**src/rtl/free_list.sv**
```systemverilog
// ---------------------------------------------------------------------------
// FreeList
//
// Purpose:
//   Physical-register free list for a two-wide rename/retire pipeline. Free
//   physical registers sit in a circular FIFO. Rename takes up to two
//   registers per cycle from the head. Retire returns up to two registers per
//   cycle at the tail. Allocation is all-or-nothing: if the list cannot
//   satisfy every asserted request, nothing is taken and stall is raised.
//   Registers returned in a cycle become allocatable from the next cycle on.
//
// Ports:
//   clk             clock, all state changes on the rising edge
//   rstn            synchronous active-low reset
//   alloc_req_0/1   rename slot 0/1 wants a destination register
//   alloc_preg_0/1  register offered to slot 0/1 (combinational)
//   alloc_grant     every asserted request is satisfied this cycle
//   stall           some request asserted but not granted
//   free_valid_0/1  retire slot 0/1 returns a register
//   free_preg_0/1   register being returned
//   free_count      registers currently held in the list (registered)
//   empty           free_count == 0
//   err_overflow    sticky: a returned register was dropped, list was full
// ---------------------------------------------------------------------------
module free_list #(
    parameter  int NUM_PREG = 64,
    parameter  int NUM_AREG = 32,
    localparam int DEPTH    = NUM_PREG - NUM_AREG,
    localparam int PREG_W   = $clog2(NUM_PREG),
    localparam int PTR_W    = $clog2(DEPTH),
    localparam int CNT_W    = $clog2(DEPTH + 1)
) (
    input  logic              clk,
    input  logic              rstn,
    input  logic              alloc_req_0,
    input  logic              alloc_req_1,
    output logic [PREG_W-1:0] alloc_preg_0,
    output logic [PREG_W-1:0] alloc_preg_1,
    output logic              alloc_grant,
    output logic              stall,
    input  logic              free_valid_0,
    input  logic              free_valid_1,
    input  logic [PREG_W-1:0] free_preg_0,
    input  logic [PREG_W-1:0] free_preg_1,
    output logic [CNT_W-1:0]  free_count,
    output logic              empty,
    output logic              err_overflow
);

    logic [PREG_W-1:0] listQ [DEPTH];
    logic [PTR_W-1:0]  headQ, headD;
    logic [PTR_W-1:0]  tailQ, tailD;
    logic [CNT_W-1:0]  countQ, countD;
    logic              errQ, errD;

    logic [1:0]        nReq;
    logic [1:0]        nGranted;
    logic [1:0]        nAccepted;
    logic [PTR_W-1:0]  headPlus1;
    logic [PTR_W-1:0]  tailSlot1;
    logic [CNT_W-1:0]  countAfterAlloc;
    logic              freeWant0, freeWant1;
    logic              accept0, accept1;

    // Circular pointer advance by 0..2 entries, wrapping DEPTH-1 -> 0.
    // Written as a compare/subtract so a non-power-of-two depth also wraps.
    function automatic logic [PTR_W-1:0] ptrAdd(input logic [PTR_W-1:0] ptr,
                                                 input logic [1:0]       step);
        logic [PTR_W:0] sum;
        sum = {1'b0, ptr} + {{(PTR_W-1){1'b0}}, step};
        if (sum >= (PTR_W+1)'(DEPTH)) begin
            sum = sum - (PTR_W+1)'(DEPTH);
        end
        return sum[PTR_W-1:0];
    endfunction

    // Allocation side. The grant looks only at the registered count, so
    // registers returned this cycle cannot be handed out until next cycle.
    // Slot 1 takes the second entry only when slot 0 is also taking one.
    always_comb begin
        nReq         = {1'b0, alloc_req_0} + {1'b0, alloc_req_1};
        alloc_grant  = (CNT_W'(nReq) <= countQ);
        stall        = (alloc_req_0 | alloc_req_1) & ~alloc_grant;
        nGranted     = alloc_grant ? nReq : 2'd0;
        headPlus1    = ptrAdd(headQ, 2'd1);
        alloc_preg_0 = listQ[headQ];
        alloc_preg_1 = alloc_req_0 ? listQ[headPlus1] : listQ[headQ];
        headD        = ptrAdd(headQ, nGranted);
    end

    // Return side. Register 0 holds the fixed x0 mapping and is never put
    // back. Room is judged after this cycle's grants; slot 0 has priority,
    // so when only one entry is left it is slot 1 that gets dropped.
    always_comb begin
        countAfterAlloc = countQ - CNT_W'(nGranted);
        freeWant0       = free_valid_0 && (free_preg_0 != '0);
        freeWant1       = free_valid_1 && (free_preg_1 != '0);
        accept0         = freeWant0 && (countAfterAlloc < CNT_W'(DEPTH));
        accept1         = freeWant1 &&
                          ((countAfterAlloc + CNT_W'(accept0)) < CNT_W'(DEPTH));
        nAccepted       = {1'b0, accept0} + {1'b0, accept1};
        tailSlot1       = accept0 ? ptrAdd(tailQ, 2'd1) : tailQ;
        tailD           = ptrAdd(tailQ, nAccepted);
        countD          = countAfterAlloc + CNT_W'(nAccepted);
        errD            = errQ | (freeWant0 & ~accept0) | (freeWant1 & ~accept1);
    end

    // State update. Reset reloads the list with every non-architectural
    // register in ascending order and ignores all requests that cycle.
    always_ff @(posedge clk) begin
        if (!rstn) begin
            for (int i = 0; i < DEPTH; i++) begin
                listQ[i] <= PREG_W'(NUM_AREG + i);
            end
            headQ  <= '0;
            tailQ  <= '0;
            countQ <= CNT_W'(DEPTH);
            errQ   <= 1'b0;
        end else begin
            if (accept0) begin
                listQ[tailQ] <= free_preg_0;
            end
            if (accept1) begin
                listQ[tailSlot1] <= free_preg_1;
            end
            headQ  <= headD;
            tailQ  <= tailD;
            countQ <= countD;
            errQ   <= errD;
        end
    end

    assign free_count   = countQ;
    assign empty        = (countQ == '0);
    assign err_overflow = errQ;

endmodule

```
**config.mk**
```make
export PLATFORM = sky130hd
export DESIGN_NAME = free_list
export DESIGN_NICKNAME = d
export VERILOG_FILES = /design/src/rtl/free_list.sv
export SDC_FILE = /design/constraint.sdc
export NUM_CORES = 1
export LEC_CHECK = 0
export ABC_AREA = 1
export CORE_MARGIN = 2
export CORE_UTILIZATION = 45
export DETAILED_ROUTE_END_ITERATION = 16
export HOLD_SLACK_MARGIN = 0.08
export MAX_ROUTING_LAYER = met4
export PLACE_DENSITY = 0.7
export SYNTH_ARGS = -nofsm -noshare
export SYNTH_HDL_FRONTEND = slang
export SYNTH_SLANG_ARGS = --single-unit
```
**constraint.sdc**
```tcl
create_clock -name clk -period 4.42 [get_ports clk]
set_input_delay 0.663 -clock clk [delete_from_list [all_inputs] [get_ports clk]]
set_output_delay 0.663 -clock clk [all_outputs]
set_load 0.02 [all_outputs]
```
==> results of run 1 <==
worst max path at each step:
stage | startpoint | end | slack [ps] | cells after the start
floorplan | alloc_req_0 | free_count[4]$_SDFF_PN0_ | 310 | 25
global placement | alloc_req_0 | free_count[4]$_SDFF_PN0_ | -280 | 25
detailed placement | alloc_req_0 | free_count[4]$_SDFF_PN0_ | -400 | 25
CTS | alloc_req_0 | free_count[4]$_SDFF_PN0_ | 150 | 25
global route | alloc_req_0 | free_count[4]$_SDFF_PN0_ | -60 | 28
finish | headQ[1]$_SDFF_PN0_ | alloc_preg_1[5] | 120 | 11
metrics by stage:
| stage | setup WS [ps] | hold slack [ps] | cells | setup TNS, ps |
|---|---|---|---|---|
| global route | -61.5 | 564 | 2728 | -89.4 |
| floorplan | 313 | 466 | 2167 | 0 |
| CTS | 154 | 545 | 2726 | 0 |
| detailed placement | -395 | 527 | 2688 | -68190 |
| global placement | -282 | 505 | 2688 | -43000 |
| finish | 124 | 551 | 2728 | 0 |
power groups by stage:
| stage | Combinational (uW) | Clock, uW | Sequential, uW |
|---|---|---|---|
| 3_3_place_gp | 3520 | 0 | 2420 |
| 5_1_grt | 3970 | 2030 | 2400 |
| 6_report | 3690 | 1950 | 2390 |
| 2_1_floorplan | 2280 | 0 | 2390 |
| 4_1_cts | 3580 | 1960 | 2390 |
| 3_5_place_dp | 3560 | 0 | 2430 |
final cells by class:
class / count / area share, %
Clock buffer: 27 / 3.55
Clock inverter: 11 / 0.632
Inverter: 188 / 3.99
Multi-Input combinational cell: 1610 / 43.1
Sequential cell: 209 / 34.3
Tap cell: 448 / 3.15
Timing Repair Buffer: 235 / 11.3
synth_stat cells (all sizes together) (5+ instances only):
cell type and instances:
nand4 5, a21oi 151, o211ai 60, nand3 371, buf 60, nand2 691
edfxtp 192, ha 18, clkbuf 100, o21ai 142, dfxtp 17, nor3 10
inv 186, nor2 143, and2 6
flip-flops by register name, indices dropped and copies added, names as in the netlist:
register and flops:
listQ 192, free_count 6, headQ 5, tailQ 5, err_overflow 1
cell families (layout without fill, tap and decap cells):
family,Yosys count,after routing,share of synthesized area [%]
adder cells (fa/ha/maj),22,22,2.02
AO/OA/AOI/OAI,355,355,12.7
AND/OR/NAND/NOR,1228,1228,35.0
flip-flops,209,209,40.3
buffers and inverters,348,461,9.63
XOR/XNOR,5,5,0.289
repair_timing:
action | CTS | global route
gates resized for setup | 0 | 19
setup endpoints to repair | 0 | 192
hold buffers | 0 | 0
buffers inserted | 0 | 2
worst register-to-register path, delay by kind of cell (launching register included):
kind | cells | cell delay (ps)
buffers and inverters | 6 | 460
AOI/OAI and AO/OA | 3 | 350
and+or+nand+nor | 8 | 720
adders and majority gates | 6 | 1660
DFF | 1 | 430
metal layers:
metal  GRT usage (%)  vias up  wire [um]
met3            5.20      216       6270
met2            47.3     1000      23900
met1            40.7     7334      21400
met5               -        -          0
met4            15.3        0       2850
li1                -     7425          -
==> flow_summary.json, run 1 <==
{
  "synth-warning-count": 0,
  "min_period_over_period_pct": 97.2,
  "place_congestion": 0.990,
  "layout-drive-gt1-share_pct": 12.9,
  "start_util_pct": 45.4,
  "drtIter0Drc": 2320,
  "relSlewSlack_pct": 31.4,
  "crit_family": "buffers and inverters",
  "async_flop_share_pct": 0,
  "required_ps": 3760,
  "diodes": 0,
  "slowest_stage": "clkdlybuf4s50_1",
  "multi_input_area_mm2": 0.00768,
  "synth.distinct_cells": 38,
  "min_period_ps": 4300,
  "cts_tree": "yes",
  "hold_path_class": "flop to flop",
  "p_sw_uw": 3370,
  "start_kind": "flop",
  "drcViolationCount": 0,
  "syn_nets": 2207,
  "grt_pass1_wl_um": 82800,
  "fp.dieW_um": 187,
  "p_total_uw": 8040,
  "synth.area.top_cells": "edfxtp_1 (38%), nand2_1 (17%), nand3_1 (12%)",
  "power_density_mw_per_mm2": 451,
  "path_class": "flop to primary output",
  "grt.overflow.total": 0,
  "cts_root_buf": "clkbuf_16",
  "netlist.area_leader.share_pct": 38.1,
  "core.rowCount": 67,
  "first_global_vias": 14569,
  "slew_viol_final": 0,
  "grt_setup_unrepaired": "true",
  "seq_area_mm2": 0.00611,
  "portBuffers": 39,
  "reg2reg_depth": 23,
  "hold_viol": 0,
  "final_cell_mix": "nand2_1 (677), nand3_1 (362), edfxtp_1 (192)",
  "r2r-end": "free_count[2]$_SDFF_PN0_",
  "status": "complete, no violations",
  "place_area_mm2": 0.0170,
  "area_growth_pct": 17.7,
  "coreArea_mm2": 0.0334,
  "path_cells": "buf_12 -> inv_2 -> a21oi_1 -> o21ai_0 -> nand3_1 -> nand3_1 -> nand3_1 -> and2_1 -> nand2_1 -> nand2_1 -> clkdlybuf4s50_1",
  "fmax_mhz": 233,
  "tightest_slew_ps": 1030,
  "endpoint_kind": "primary output",
  "p_leak_uw": 0.00759,
  "clock_path_buffers": 3,
  "ys_seq_elements": 209,
  "regToRegSetupSlack_ps": 700,
  "swShare_pct": 41.9,
  "dp_hpwl_um": 36400,
  "worst_hold_path.endpoint": "err_overflow$_SDFF_PN0_",
  "final_area_mm2": 0.0178,
  "fin_nets": 2308,
  "die_y_um": 187,
  "io-pin-count": 40,
  "final_util_pct": 53.4,
  "internal_power_uw": 4670,
  "synth-seq-area-share_pct": 40.3,
  "post_drt_wl_per_cell_um": 20.0,
  "routed_wl_um": 54400,
  "synth_cells": 2167,
  "synthesis.area_mm2": 0.0151,
  "clk_pin_slew_ps": 60,
  "die-area_mm2": 0.0351,
  "synth_top_area_cell": "edfxtp_1",
  "drv_cap": 0,
  "numCtsBuffers": 24,
  "synth_flop_cell": "edfxtp_1",
  "grt_max_degree": 113,
  "reg2reg_from": "free_count[1]$_SDFF_PN0_",
  "clkLatencyLatePin_ps": 540,
  "worstPathMaxFanout": 37,
  "vias_per_cell": 5.86,
  "arrival_ps": 3630,
  "clkSinkCount": 209,
  "firstDrtPassIters": 6,
  "path_buf_inv": 3,
  "h-tree-depth": 1,
  "synth_edf_count": 192,
  "fill_cells": 3239,
  "hold_depth": 2,
  "postRouteAntennaNets": 0,
  "fin_worst_skew_ps": 18.5,
  "max_stage_delay_ps": 610,
  "clock_power_share_pct": 24.3,
  "avgSynthCellArea_um2": 6.99,
  "gr-usage-all-layers_pct": 31.3,
  "crit_top_cell": "nand3_1",
  "final_common_cell": "nand2_1",
  "antenna_found_initial": 0,
  "peakVddDrop_mv": 0.337,
  "pwr-share-comb_pct": 45.9,
  "dr_total_vias": 15975,
  "seqPwrFrac_pct": 29.7,
  "hold_start": "err_overflow$_SDFF_PN0_",
  "setup_viol": 0
}
Note: power is estimated with default switching activity, not from simulation.
==> run 2: changes to the inputs <==
CELL_PAD_IN_SITES_DETAIL_PLACEMENT = 1   (was not set)
CELL_PAD_IN_SITES_GLOBAL_PLACEMENT = 2   (was not set)
CORE_UTILIZATION = 37   (was 45)
PLACE_DENSITY = 0.91   (was 0.7)
==> run 2 against run 1 <==
Compared with the run above: clock power up 9.7%; die area is 21% higher; largest power group unchanged; worst hold slack worse by 26 ps.
==> flow_summary.json, run 2 (synthesis gave the netlist of run 1 again) <==
{
  "worst_hold_path.endpoint": "headQ[3]$_SDFF_PN0_",
  "numCtsBuffers": 25,
  "reg2reg_depth": 21,
  "area_growth_pct": 19.4,
  "start_kind": "input port",
  "h-tree-depth": 1,
  "final_common_cell": "nand2_1",
  "fill_cells": 5135,
  "cts_root_buf": "clkbuf_16",
  "final_cell_mix": "nand2_1 (676), nand3_1 (368), edfxtp_1 (192)",
  "antenna_found_initial": 0,
  "hold_viol": 0,
  "largest_reg_flops": 192,
  "startpoint": "alloc_req_1",
  "die_y_um": 206,
  "power_density_mw_per_mm2": 468,
  "grt_pass1_wl_um": 96100,
  "regToRegSetupSlack_ps": 520,
  "path_class": "input port to flop",
  "worst_hold_slack_ps": 526,
  "clkLatencyLatePin_ps": 560,
  "diodes": 0,
  "core.rowCount": 74,
  "fin_nets": 2315,
  "dr_total_vias": 16033,
  "dp_cells": 2777,
  "max_stage_delay_ps": 480,
  "die-area_mm2": 0.0426,
  "fmax_mhz": 239,
  "grt_max_degree": 122,
  "relSlewSlack_pct": 29.1,
  "gr-usage-all-layers_pct": 30.9,
  "crit_top_cell": "nand2_1",
  "arrival_ps": 4390,
  "min_period_ps": 4180,
  "multi_input_area_mm2": 0.00769,
  "top_register": "listQ",
  "post_drt_wl_per_cell_um": 22.3,
  "p_leak_uw": 0.00764,
  "endpoint_kind": "flop",
  "hold_start": "headQ[3]$_SDFF_PN0_",
  "slowest_stage": "clkdlybuf4s50_1",
  "status": "complete, no violations",
  "worstPathMaxFanout": 15,
  "fin_worst_skew_ps": 28.5,
  "min_period_over_period_pct": 94.6,
  "slew_viol_final": 0,
  "dp_hpwl_um": 44000,
  "drcViolationCount": 0,
  "reg2reg_from": "free_count[1]$_SDFF_PN0_",
  "postRouteAntennaNets": 0,
  "coreArea_mm2": 0.0406,
  "seq_area_mm2": 0.00611,
  "vias_per_cell": 5.67,
  "portBuffers": 39,
  "tightest_slew_ps": 1060,
  "layout-drive-gt1-share_pct": 13.0,
  "hold_path_class": "flop to flop",
  "clk_pin_slew_ps": 60,
  "setup_viol": 0,
  "fin_cells": 2826,
  "drv_cap": 0,
  "firstDrtPassIters": 7,
  "place_congestion": 0.936,
  "hold_depth": 1,
  "cts_tree": "yes",
  "first_global_vias": 16626,
  "peakVddDrop_mv": 0.270,
  "routed_wl_um": 63100,
  "drtIter0Drc": 1385,
  "clkSinkCount": 209,
  "fp.dieW_um": 206,
  "clock_path_buffers": 3,
  "grt.overflow.total": 0,
  "r2r-end": "listQ[24][0]$_DFFE_PP_",
  "required_ps": 4630,
  "io-pin-count": 40,
  "start_util_pct": 37.3
}
==> run 2: cell types whose count changed in the layout (fill, tap and decap cells not counted), moves of 3 or more <==
| cell | before | now |
|---|---|---|
| clkbuf_1 | 2 | 8 |
| clkinv_1 | 4 | 7 |
| nand3_2 | 9 | 3 |
| buf_4 | 182 | 187 |
| nand3_1 | 362 | 368 |
| buf_12 | 12 | 15 |
| ha_1 | 17 | 14 |
==> run 2: worst max-delay path by stage <==
stage	endpoint	slack [ps]	cells after the start
4_1_cts	free_count[4]$_SDFF_PN0_	10	27
5_1_grt	listQ[25][5]$_DFFE_PP_	-20	21
2_1_floorplan	free_count[4]$_SDFF_PN0_	310	25
6_report	listQ[24][0]$_DFFE_PP_	240	25
3_3_place_gp	free_count[2]$_SDFF_PN0_	-310	27
3_5_place_dp	free_count[4]$_SDFF_PN0_	-530	27
==> run 2: stage by stage <==
step	TNS, ps	setup WS [ps]	total power (uW)	util, %	instance area, um^2
final	0	241	8460	44.5	18100
after global routing	-289	-17.5	8870	44.5	18100
after CTS	0	12.4	8380	44.2	18000
after detailed placement	-145610	-529	6250	42.2	17200
after global placement	-63790	-305	6130	42.2	17200
after floorplan	0	313	4670	-	15100
==> run 2: where the power goes <==
group          leakage, uW  internal (uW)  switching (uW)
logic              0.00552           1340            2600
clock network     0.000394           1270             865
registers          0.00173           2270             106
total              0.00764           4880            3580
==> run 2: repair_timing <==
item | CTS | global route
hold buffers | 0 | 0
setup endpoints to repair | 0 | 346
buffers inserted | 0 | 3
gates resized for setup | 0 | 17
==> run 2: layout make-up <==
cell class	instances	share of cell area [%]
Clock inverter	13	0.913
Tap cell	532	3.68
Multi-Input combinational cell	1610	42.5
Clock buffer	33	3.63
Inverter	188	3.93
Sequential cell	209	33.8
Timing Repair Buffer	241	11.5
==> run 2: worst max-delay path: cells and delay by family <==
family,cells,cell delay [ps]
buffers and inverters,9,1260
adder cells (fa/ha/maj),4,1100
AND/OR/NAND/NOR,12,1340
==> run 2: metal layers <==
metal | GRT usage, % | up-vias | part of all wire (%)
li1 | - | 7445 | -
met1 | 37.4 | 7782 | 41
met2 | 51.5 | 626 | 47
met3 | 4.30 | 180 | 7.1
met4 | 13.3 | 0 | 4.8
met5 | - | - | 0
==> run 3: changes to the inputs <==
--- a/config.mk
+++ b/config.mk
@@ -6,13 +6,12 @@
 export NUM_CORES = 1
 export LEC_CHECK = 0
-export ABC_AREA = 1
 export CELL_PAD_IN_SITES_DETAIL_PLACEMENT = 1
 export CELL_PAD_IN_SITES_GLOBAL_PLACEMENT = 2
 export CORE_MARGIN = 2
-export CORE_UTILIZATION = 37
+export CORE_UTILIZATION = 40
 export DETAILED_ROUTE_END_ITERATION = 16
 export HOLD_SLACK_MARGIN = 0.08
 export MAX_ROUTING_LAYER = met4
-export PLACE_DENSITY = 0.91
+export PLACE_DENSITY = 0.84
 export SYNTH_ARGS = -nofsm -noshare
 export SYNTH_HDL_FRONTEND = slang
==> constraint.sdc (replaced) <==
create_clock -name clk -period 4.42 [get_ports clk]
set_input_delay 0.884 -clock clk [delete_from_list [all_inputs] [get_ports clk]]
set_output_delay 0.884 -clock clk [all_outputs]
set_load 0.02 [all_outputs]
==> run 3 against run 2 <==
Compared with the run above: register-to-register slack worse by 320 ps; combinational power shrank 13%; synthesized area down 5.0%; critical path depth fell by 18; routed wire length fell by 9.1%; die area decreased by 12%; first-iteration DRC count is 3.0% higher; via count decreased by 23%; largest cell class unchanged.
==> flow_summary.json, run 3 <==
{
  "start_kind": "flop",
  "grt_setup_unrepaired": "true",
  "layout-drive-gt1-share_pct": 37.8,
  "synthMuxAreaShare_pct": 27.6,
  "synth.distinct_cells": 72,
  "arrival_ps": 3500,
  "worstPathMaxFanout": 7,
  "place_congestion": 0.954,
  "slew_viol_final": 0,
  "synth-warning-count": 0,
  "synth.area.top_cells": "edfxtp_1 (40%), mux4_2 (17%), mux2i_1 (5.3%)",
  "fin_nets": 1411,
  "dr_total_vias": 12297,
  "crit_top_cell": "mux4_2",
  "hold_buffers": 0,
  "synth_flop_cell": "edfxtp_1",
  "postRouteAntennaNets": 0,
  "syn_nets": 1232,
  "fmax_mhz": 228,
  "ys_seq_elements": 209,
  "antenna_found_initial": 2,
  "dp_cells": 1788,
  "largest_reg_flops": 192,
  "synth_common_cells": "edfxtp_1 (192), nand2_1 (110), mux4_2 (108), clkbuf_1 (92), mux2i_1 (76)",
  "firstDrtPassIters": 5,
  "routed_wl_um": 57400,
  "relSlewSlack_pct": 37.9,
  "yosysMostFrequentCell": "edfxtp_1",
  "numCtsBuffers": 25,
  "async_flop_share_pct": 0,
  "clkLatencyLatePin_ps": 550,
  "setup_ws_ps": 37.8,
  "setup_viol": 0,
  "final_cell_mix": "buf_4 (211), edfxtp_1 (192), nand2_1 (109)",
  "status": "complete, no violations",
  "cts_tree": "yes",
  "endpoint_kind": "primary output",
  "clock_path_buffers": 3,
  "slowest_stage": "mux4_2",
  "synth-compound-area-share_pct": 8.34,
  "drcViolationCount": 0,
  "synth_top_area_cell": "edfxtp_1",
  "synth_xor_area_share_pct": 0.853,
  "io-pin-count": 40,
  "max_stage_delay_ps": 560,
  "synth-seq-area-share_pct": 42.5,
  "grt.overflow.total": 0,
  "drtIter0Drc": 1427,
  "grt_pass1_wl_um": 85700,
  "power_density_mw_per_mm2": 439,
  "gr-usage-all-layers_pct": 31.4,
  "post_drt_wl_per_cell_um": 31.0,
  "avgSynthCellArea_um2": 12.1,
  "tns_ps": 0,
  "clk_pin_slew_ps": 60,
  "synth_top_family_by_area": "multiplexers",
  "fin_worst_skew_ps": 15.0,
  "worst_hold_slack_ps": 486,
  "path_class": "flop to primary output",
  "tightest_slew_ps": 930,
  "synthesis.area_mm2": 0.0144,
  "synth_edf_count": 192,
  "peakVddDrop_mv": 0.352,
  "required_ps": 3540,
  "netlist.area_leader.share_pct": 40.1,
  "top_register": "listQ",
  "p_leak_uw": 0.00577,
  "final_area_mm2": 0.0180,
  "min_period_ps": 4380,
  "fin_cells": 1853,
  "yosys.area_share.simple_pct": 14.7,
  "portBuffers": 39,
  "area_growth_pct": 25.0,
  "core.rowCount": 69,
  "die_y_um": 194,
  "coreArea_mm2": 0.0355,
  "start_util_pct": 40.5,
  "first_global_vias": 12931,
  "final_common_cell": "buf_4",
  "h-tree-depth": 1,
  "grt_max_degree": 52,
  "cts_root_buf": "clkbuf_16",
  "vias_per_cell": 6.64,
  "fp.dieW_um": 194,
  "dpl_worst_slack_ps": -933,
  "clkSinkCount": 209,
  "die-area_mm2": 0.0375,
  "drv_cap": 0,
  "min_period_over_period_pct": 99.1,
  "synth_cells": 1192,
  "regToRegSetupSlack_ps": 200,
  "synth_adder_area_share_pct": 2.12,
  "hold_viol": 0,
  "path_cells": "ha_4 -> buf_6 -> mux4_2 -> mux4_2 -> o22a_1 -> o21a_1 -> clkdlybuf4s50_1",
  "place_area_mm2": 0.0169,
  "hold_path_class": "flop to flop",
  "dp_hpwl_um": 41200
}
[run 3: cell count changes after synthesis, moves of 15 or more]
cell      previous run  this run
o21ai_0            141        14
inv_1              175        20
nor2_1             134        57
nand2_1            677       110
nand4_1              4        19
a21oi_1            151         8
o211ai_1            60        18
nor3_1               6        50
nand3_1            371        61
mux4_2               0       108
mux2_2               0        64
buf_4               25         0
mux2i_1              0        76
o31ai_1              0        15
[run 3: cell type report]
cell class	count	area, um^2
timing repair buffer	273	2370
inverter	23	93.8
fill	3660	17500
clock buffer	30	644
sequential	209	6110
multi-input combinational	839	8010
clock inverter	16	158
tap	461	577
antenna	2	5.00
[run 3: what timing repair did]
| item | 4_1_cts | 5_1_grt |
|---|---|---|
| gates cloned | 0 | 0 |
| buffers inserted | 14 | 3 |
| setup endpoints to repair | 389 | 301 |
| endpoints found under the hold margin | 0 | 0 |
| pin swaps | 15 | 19 |
| resized for setup | 23 | 21 |
[run 3: per-layer routing]
| layer | wire [um] | vias to the layer above | GRT usage, % |
|---|---|---|---|
| met3 | 5720 | 195 | 5.02 |
| li1 | - | 5087 | - |
| met5 | 0 | - | - |
| met1 | 21900 | 6235 | 40.5 |
| met4 | 3310 | 0 | 15.3 |
| met2 | 26400 | 780 | 48.6 |
[run 3: stage by stage]
stage	utilization [%]	total power [uW]
3_3_place_gp	47.7	5530
5_1_grt	50.6	8150
6_report	50.6	7890
3_5_place_dp	47.7	5600
2_1_floorplan	-	4280
4_1_cts	50.4	7800
[run 3: logic make-up (layout without fill, tap and decap cells)]
logic type                 count (synthesis)  in the layout
and+or+nand+nor                          399            399
muxes                                    252            252
DFF                                      209            209
AOI/OAI and AO/OA                        152            152
buffers and inverters                    144            342
adders and majority gates                 22             22
xor gates and xnor gates                  14             14
other                                      0              2
[run 3: where the power goes]
| group | internal (uW) | switching (uW) | total (uW) |
|---|---|---|---|
| registers | 2260 | 123 | 2380 |
| logic | 1580 | 1840 | 3420 |
| clock network | 1210 | 874 | 2090 |
| total | 5050 | 2840 | 7890 |
[run 3: critical path, delay by kind of cell (launching register included)]
family | cells | cell delay, ps
muxes | 2 | 1100
adders and majority gates | 1 | 410
DFF | 1 | 380
buffers and inverters | 2 | 710
AOI/OAI and AO/OA | 2 | 320
[run 3: worst paths after layout]
kind,from,to,depth (start not counted)
max,headQ[0]$_SDFF_PN0_,alloc_preg_1[4],7
min,err_overflow$_SDFF_PN0_,err_overflow$_SDFF_PN0_,1
max reg2reg,free_count[3]$_SDFF_PN0_,listQ[20][1]$_DFFE_PP_,17
min reg2reg,err_overflow$_SDFF_PN0_,err_overflow$_SDFF_PN0_,1
